--- src/rtl/id_ex_pkg.sv ---
// Shared definitions for the ID/EX pipeline register: control bundle layout,
// ALU operation encodings and the NOP bundle.
package id_ex_pkg;

    localparam int CTRLBITS = 21;

    localparam int CTRL_REG_WRITE   = 20;
    localparam int CTRL_ALU_SOURCE  = 19;
    localparam int CTRL_MEM_WRITE   = 18;
    localparam int CTRL_ALU_OP_HI   = 17;
    localparam int CTRL_ALU_OP_LO   = 15;
    localparam int CTRL_MEM_TO_REG  = 14;
    localparam int CTRL_MEM_READ    = 13;
    localparam int CTRL_BEQ         = 12;
    localparam int CTRL_BNE         = 11;
    localparam int CTRL_JUMP        = 10;
    localparam int CTRL_REG_DST_HI  = 9;
    localparam int CTRL_REG_DST_LO  = 8;
    localparam int CTRL_SEL_ADDR_HI = 7;
    localparam int CTRL_SEL_ADDR_LO = 6;
    localparam int CTRL_SIZE_HI     = 5;
    localparam int CTRL_SIZE_LO     = 1;
    localparam int CTRL_LINK        = 0;

    typedef enum logic [2:0] {
        ALU_RTYPE  = 3'b000,
        ALU_ADDI   = 3'b001,
        ALU_ANDI   = 3'b010,
        ALU_ORI    = 3'b011,
        ALU_XORI   = 3'b100,
        ALU_SLTI   = 3'b101,
        ALU_LUI    = 3'b110,
        ALU_BRANCH = 3'b111
    } alu_op_e;

    // All-zero bundle: no writes, no branches, Select_Addr 00 is inert here.
    localparam logic [CTRLBITS-1:0] NOP_CTRL = '0;

    function automatic logic isMemRead(input logic [CTRLBITS-1:0] ctrl);
        return ctrl[CTRL_MEM_READ];
    endfunction

endpackage

--- src/rtl/load_use_detect.sv ---
// Combinational load-use hazard detector: a load in EX whose destination is
// read by the instruction in ID.
module load_use_detect #(
    parameter int RBITS = 5
) (
    input  logic             i_ex_valid,
    input  logic             i_ex_mem_read,
    input  logic [RBITS-1:0] i_ex_rt,
    input  logic [RBITS-1:0] i_id_rs,
    input  logic [RBITS-1:0] i_id_rt,
    output logic             o_hazard
);

    // Both ID indices are compared regardless of instruction format.
    always_comb begin
        o_hazard = i_ex_valid & i_ex_mem_read & (i_ex_rt != '0) &
                   ((i_ex_rt == i_id_rs) | (i_ex_rt == i_id_rt));
    end

endmodule

--- src/rtl/id_ex_reg.sv ---
// ID/EX pipeline register with load-use stall/bubble, flush, debug freeze and
// a saturating bubble counter.
module id_ex_reg #(
    parameter int NBITS    = 32,
    parameter int RBITS    = 5,
    parameter int CTRLBITS = id_ex_pkg::CTRLBITS,
    parameter int CNTBITS  = 16
) (
    input  logic                i_clk,
    input  logic                i_reset,
    input  logic                i_enable,
    input  logic                i_flush,
    input  logic [CTRLBITS-1:0] i_ctrl,
    input  logic [NBITS-1:0]    i_pc_next,
    input  logic [NBITS-1:0]    i_rs_data,
    input  logic [NBITS-1:0]    i_rt_data,
    input  logic [NBITS-1:0]    i_imm,
    input  logic [RBITS-1:0]    i_rs,
    input  logic [RBITS-1:0]    i_rt,
    input  logic [RBITS-1:0]    i_rd,
    input  logic [4:0]          i_shamt,
    input  logic [5:0]          i_funct,
    output logic [CTRLBITS-1:0] o_ctrl,
    output logic [NBITS-1:0]    o_pc_next,
    output logic [NBITS-1:0]    o_rs_data,
    output logic [NBITS-1:0]    o_rt_data,
    output logic [NBITS-1:0]    o_imm,
    output logic [RBITS-1:0]    o_rs,
    output logic [RBITS-1:0]    o_rt,
    output logic [RBITS-1:0]    o_rd,
    output logic [4:0]          o_shamt,
    output logic [5:0]          o_funct,
    output logic                o_valid,
    output logic                o_stall,
    output logic [CNTBITS-1:0]  o_bubble_count
);
    import id_ex_pkg::*;

    logic [CTRLBITS-1:0] ctrl_q, ctrl_d;
    logic [NBITS-1:0]    pcNext_q, pcNext_d;
    logic [NBITS-1:0]    rsData_q, rsData_d;
    logic [NBITS-1:0]    rtData_q, rtData_d;
    logic [NBITS-1:0]    imm_q, imm_d;
    logic [RBITS-1:0]    rs_q, rs_d;
    logic [RBITS-1:0]    rt_q, rt_d;
    logic [RBITS-1:0]    rd_q, rd_d;
    logic [4:0]          shamt_q, shamt_d;
    logic [5:0]          funct_q, funct_d;
    logic                valid_q, valid_d;
    logic [CNTBITS-1:0]  count_q, count_d;
    logic                hazard;

    load_use_detect #(.RBITS(RBITS)) u_detect (
        .i_ex_valid    (valid_q),
        .i_ex_mem_read (ctrl_q[CTRL_MEM_READ]),
        .i_ex_rt       (rt_q),
        .i_id_rs       (i_rs),
        .i_id_rt       (i_rt),
        .o_hazard      (hazard)
    );

    assign o_stall = hazard & i_enable & ~i_flush;

    // Flush outranks hazard, so a squashed instruction never costs a bubble.
    always_comb begin
        ctrl_d   = ctrl_q;
        pcNext_d = pcNext_q;
        rsData_d = rsData_q;
        rtData_d = rtData_q;
        imm_d    = imm_q;
        rs_d     = rs_q;
        rt_d     = rt_q;
        rd_d     = rd_q;
        shamt_d  = shamt_q;
        funct_d  = funct_q;
        valid_d  = valid_q;
        count_d  = count_q;
        if (i_enable) begin
            pcNext_d = i_pc_next;
            rsData_d = i_rs_data;
            rtData_d = i_rt_data;
            imm_d    = i_imm;
            rs_d     = i_rs;
            rt_d     = i_rt;
            rd_d     = i_rd;
            shamt_d  = i_shamt;
            funct_d  = i_funct;
            if (i_flush) begin
                ctrl_d  = CTRLBITS'(NOP_CTRL);
                valid_d = 1'b0;
            end else if (hazard) begin
                ctrl_d  = CTRLBITS'(NOP_CTRL);
                valid_d = 1'b0;
                if (!(&count_q))
                    count_d = count_q + CNTBITS'(1);
            end else begin
                ctrl_d  = i_ctrl;
                valid_d = 1'b1;
            end
        end
    end

    always_ff @(posedge i_clk or posedge i_reset) begin
        if (i_reset) begin
            ctrl_q   <= '0;
            pcNext_q <= '0;
            rsData_q <= '0;
            rtData_q <= '0;
            imm_q    <= '0;
            rs_q     <= '0;
            rt_q     <= '0;
            rd_q     <= '0;
            shamt_q  <= '0;
            funct_q  <= '0;
            valid_q  <= 1'b0;
            count_q  <= '0;
        end else begin
            ctrl_q   <= ctrl_d;
            pcNext_q <= pcNext_d;
            rsData_q <= rsData_d;
            rtData_q <= rtData_d;
            imm_q    <= imm_d;
            rs_q     <= rs_d;
            rt_q     <= rt_d;
            rd_q     <= rd_d;
            shamt_q  <= shamt_d;
            funct_q  <= funct_d;
            valid_q  <= valid_d;
            count_q  <= count_d;
        end
    end

    assign o_ctrl         = ctrl_q;
    assign o_pc_next      = pcNext_q;
    assign o_rs_data      = rsData_q;
    assign o_rt_data      = rtData_q;
    assign o_imm          = imm_q;
    assign o_rs           = rs_q;
    assign o_rt           = rt_q;
    assign o_rd           = rd_q;
    assign o_shamt        = shamt_q;
    assign o_funct        = funct_q;
    assign o_valid        = valid_q;
    assign o_bubble_count = count_q;

endmodule

--- config.mk ---
export PLATFORM = sky130hd
export DESIGN_NAME = id_ex_reg
export DESIGN_NICKNAME = d
export VERILOG_FILES = /design/src/rtl/id_ex_pkg.sv /design/src/rtl/load_use_detect.sv /design/src/rtl/id_ex_reg.sv
export SDC_FILE = /design/constraint.sdc
export NUM_CORES = 1
export LEC_CHECK = 0
export ABC_AREA = 1
export CORE_MARGIN = 2
export CORE_UTILIZATION = 35
export DETAILED_ROUTE_END_ITERATION = 8
export DONT_BUFFER_PORTS = 1
export HOLD_SLACK_MARGIN = 0.02
export PLACE_DENSITY = 0.56
export SYNTH_ARGS = -nofsm -noshare
export SYNTH_HDL_FRONTEND = slang
export SYNTH_SLANG_ARGS = --single-unit
--- constraint.sdc ---
create_clock -name i_clk -period 9.14 [get_ports i_clk]
set_input_delay 1.371 -clock i_clk [delete_from_list [all_inputs] [get_ports i_clk]]
set_output_delay 1.371 -clock i_clk [all_outputs]
set_load 0.01 [all_outputs]
**After elaboration in Yosys (flattened, before gate mapping)**

Cells that the tools add are included.

- Add/sub/neg operators: 1
- Equality and inequality tests: 2
- Mux-type cells: 4
- Bitwise logic cells: 8
- Reductions and logical operators: 3

Operator list:

| operator | number |
|---|---|
| $mux 21 | 2 |
| $add 16x1->16 const B | 1 |
| $reduce_and 16->1 | 1 |
| $eq 5x5->1 | 2 |
| $and 1x1->1 | 5 |
| $reduce_bool 5->1 | 1 |
| $reduce_and 4->1 | 1 |
| $mux 1 | 2 |
| $not 1->1 | 2 |
| $or 1x1->1 | 1 |

- Register bits: 192
- Bits of input ports: 179
- Output and inout bits: 193
- Logic and storage cells: 30

**Depth between registers and ports, before layout**

- Word-level depth: 5
- Depth in mapped cells: 11
- Depth with buffers taken out: 10

**Hierarchy**

Synthesis repeated with hierarchy kept, for this count alone.

- Cell total of the unflattened synthesis: 935
- Area total of the unflattened synthesis: 7795.0 µm²

By module, submodules not included:

| module | times used | cells each | area an instance (µm²) |
|---|---|---|---|
| id_ex_reg | 1 | 890 | 7592.3 |
| load_use_detect | 1 | 45 | 202.7 |

**Worst setup path before layout**

Ideal clock, no wire load.

- Path kind: input to output
- Start point: in i_rs[2]
- End point: out o_stall
- Arrival: 2246 ps
- Setup slack: 5523 ps
- Cell stages on the path: 9
- Path buffers: 1
- Cell sequence: inv_1 -> nand2_1 -> nand2_1 -> nor2_1 -> nand3_1 -> nand2_2 -> nand2_1 -> buf_2 -> nor3_2

- Word-level cells in the longest chain between the ends: 5

RTL lines:

| element | RTL line | RTL |
|---|---|---|
| from (decl) | id_ex_reg.sv:18 | `input logic [RBITS-1:0] i_rs,` |
| $eq 5x5->1 | load_use_detect.sv:17 | `((i_ex_rt == i_id_rs) \| (i_ex_rt == i_id_rt));` |
| $or 1x1->1 | load_use_detect.sv:17 |  |
| $and 1x1->1 | load_use_detect.sv:16 | `o_hazard = i_ex_valid & i_ex_mem_read & (i_ex_rt != '0) &` |
| $and 1x1->1 (2 in a row) | id_ex_reg.sv:62 | `assign o_stall = hazard & i_enable & ~i_flush;` |
| to (decl) | id_ex_reg.sv:34 | `output logic o_stall,` |

No other way between the ends.

**Final worst setup path**

- Start point: in i_rs[0]
- End point: out o_stall

Same word-level chain as after synthesis.

==> results.json <==
{
  "status": "finished, final reports clean",
  "wirelength_mm": 20.4,
  "synth_area_leader_cell": "dfrtp_1",
  "port_buffers": 0,
  "chipWidth_um": 154,
  "skew_ps": 7.76,
  "min_path_type": "flop to flop",
  "p_int_mw": 1.35,
  "drv_slew": 0,
  "fmax_ghz": 0.245,
  "path_buf_inv": 1,
  "wl_per_cell_um": 16.9,
  "setup_violations": 0,
  "grt_first_pass_wirelength_mm": 31.6,
  "ys_types": 25,
  "p_leak_nw": 4.63,
  "irDropWorstVdd_uv": 98.9,
  "place_worst_setup_slack_ps": 5060,
  "cellPowerDensity_mw_per_mm2": 217,
  "ys_seq_area_share_pct": 61.2,
  "slowest_stage": "nand2_1",
  "switching_share_pct": 28.3,
  "required_ps": 7770,
  "rrSetupSlack_ps": 7180,
  "antenna_found_initial": 1,
  "routabilityCongestion": 0.789,
  "cts_tree": "built",
  "synth_fp_nets": 1114,
  "synth_area_mm2": 0.00785,
  "slew_headroom_pct": 39.3,
  "power.net_switching_uw": 532,
  "remaining_drc_errors": 0,
  "setup_slack_ps": 5060,
  "cts-root-buf": "clkbuf_16",
  "crit_family": "simple AND/OR/NAND/NOR gates",
  "crit_path_start_kind": "input port",
  "vias": 5790,
  "ys_warn_count": 0,
  "crit_arrival_ps": 2710,
  "layout-drive-gt1-share_pct": 5.83,
  "seq_area_mm2": 0.00480,
  "multiInputGateArea_mm2": 0.00274,
  "grt_pass1_vias": 5785,
  "crit_top_cell": "nand2_1",
  "rows": 54,
  "cts_setup_buffers": 0,
  "synth_seq_cells": 192,
  "holdBufCountCts": 0,
  "dp.cells": 1175,
  "clockPowerShare_pct": 40.3,
  "hpwlAfterDp_mm": 14.2,
  "p_total_mw": 1.88,
  "cp-end-kind": "output pin",
  "insertion_delay_ps": 420,
  "cts_buffers": 17,
  "routed_via_density": 4.79,
  "grt_usage_pct": 16.8,
  "cts.sinks": 192,
  "fin_crit_ps": 4080,
  "synth_top_area_share_pct": 61.2,
  "die_area_mm2": 0.0236,
  "hold_ws_ps": 541,
  "die_h_um": 154,
  "hold_viol_final": 0,
  "p_comb_share_pct": 6.0,
  "overflow": 0,
  "hp-start": "o_pc_next[29]",
  "postSynthCellCount": 934,
  "cp_max_fo": 23,
  "coreArea_mm2": 0.0219,
  "crit_type": "input port to output pin",
  "path_cells": "inv_1 -> nand2_1 -> nand2_1 -> nor2_1 -> nand3_1 -> nand2_2 -> nand2_1 -> nor3_2",
  "ctsLongestPathBuffers": 2,
  "final_common_cell": "nand2_1",
  "syn_area_per_cell_um2": 8.40,
  "worst_pin_slew_ps": 910,
  "ios": 372,
  "r2r_start": "o_rt[0]",
  "grt_setup_unrepaired": "no",
  "pwr-share-seq_pct": 53.8,
  "finalNonFillerCells": 1208,
  "syn_to_final_growth_pct": 10.3,
  "ys_top_cells_by_area": "dfrtp_1 (61%), nand2_1 (27%), nand3_1 (2.1%), clkbuf_1 (1.5%), inv_1 (1.1%)",
  "cpPeakStageDelay_ps": 480,
  "htree_levels": 4,
  "period_share_pct": 44.6,
  "fin_tns_setup_ps": 0,
  "drv_cap": 0,
  "nFillCells": 2283,
  "worstSetupStartpoint": "i_rs[0]",
  "grt_max_degree": 158,
  "drtPass1Iterations": 4,
  "initial_utilization_pct": 35.8,
  "ant_nets": 0,
  "fin_nets": 1094,
  "clkSlewWorstSetupHoldPaths_ps": 70,
  "drtIter0Drc": 337,
  "final_cell_mix": "nand2_1 (571), dfrtp_1 (192), nand3_1 (33), inv_1 (23), clkbuf_16 (17)",
  "cts_resized": 0
}
## registers in the layout, summed over array words and instances (netlist names)
| register | cells |
|---|---|
| o_imm | 32 |
| o_pc_next | 32 |
| o_rs_data | 32 |
| o_rt_data | 32 |
| o_ctrl | 21 |
| o_bubble_count | 16 |
| o_funct | 6 |
| o_rd | 5 |
| o_rs | 5 |
| o_rt | 5 |
| o_shamt | 5 |
| o_valid | 1 |
## power by group through the flow
stage | sequential (mW) | clock [mW] | combinational, mW
after floorplan | 1.00 | 0 | 0.102
final | 1.01 | 0.757 | 0.112
after detailed placement | 1.03 | 0 | 0.118
after CTS | 1.01 | 0.784 | 0.117
after global routing | 1.02 | 0.815 | 0.136
after global placement | 1.03 | 0 | 0.113
## stage by stage
stage	area, um^2	util [%]
global placement	8050	36.8
global route	8660	39.5
CTS	8660	39.5
detailed placement	8050	36.8
floorplan	7850	-
finish	8660	39.6
## cell families (layout without fill, tap and decap cells)
| kind of cell | count (synthesis) | count (layout) | synth area share, % |
|---|---|---|---|
| other cells | 0 | 1 | 0 |
| simple gates | 642 | 642 | 32.4 |
| compound gates | 11 | 11 | 0.845 |
| buf+inv | 74 | 67 | 3.84 |
| xor+xnor | 14 | 14 | 1.56 |
| fa+ha+maj | 1 | 1 | 0.159 |
| flops | 192 | 192 | 61.2 |
## worst min-delay path: stages (launching register included)
cell and delay [ps]:
dfrtp_1 400, nand2_1 70, nand2_1 50
## worst paths after layout
| kind | cells after the start | end |
|---|---|---|
| min in group asynchronous | 1 | o_imm[31] |
| min | 2 | o_pc_next[29] |
| min reg2reg | 2 | o_pc_next[29] |
| max reg2reg | 9 | o_ctrl[7] |
| max | 8 | o_stall |
| max in group asynchronous | 2 | o_imm[1] |
## synthesized netlist by cell type
| library cell | instances |
|---|---|
| o21ai_4 | 1 |
| clkbuf_1 | 31 |
| buf_6 | 2 |
| nand3_2 | 1 |
| nand2_4 | 1 |
| inv_2 | 5 |
| buf_4 | 1 |
| buf_1 | 5 |
| o21ai_0 | 10 |
| clkinv_1 | 2 |
| nand2_1 | 571 |
| xor2_1 | 8 |
| nand3_1 | 33 |
| nand4_4 | 1 |
| dfrtp_1 | 192 |
| nand2_2 | 4 |
| ha_1 | 1 |
| nand4_1 | 4 |
| nor2_4 | 3 |
| nor3_2 | 1 |
| nor3_1 | 7 |
| inv_1 | 24 |
| buf_2 | 4 |
| nor2_1 | 16 |
| xnor2_1 | 6 |
## layer usage
layer | share of wire, % | vias to the layer above | track usage (%)
met5 | 0 | - | 0
met4 | 2.6 | 0 | 6.33
met3 | 9.3 | 31 | 6.48
met2 | 49 | 249 | 27.9
met1 | 39 | 2723 | 19.9
li1 | - | 2787 | -
## layout make-up
type / instances / share of cell area [%]
diodes: 1 / 0.0289
clock buffers: 18 / 4.96
clock inverters: 14 / 2.02
inverters: 31 / 1.46
multi-input cells: 668 / 31.7
flip-flops and latches: 192 / 55.5
well taps: 280 / 4.05
repair buffers: 4 / 0.347
Power figures use the tool's default switching activity.
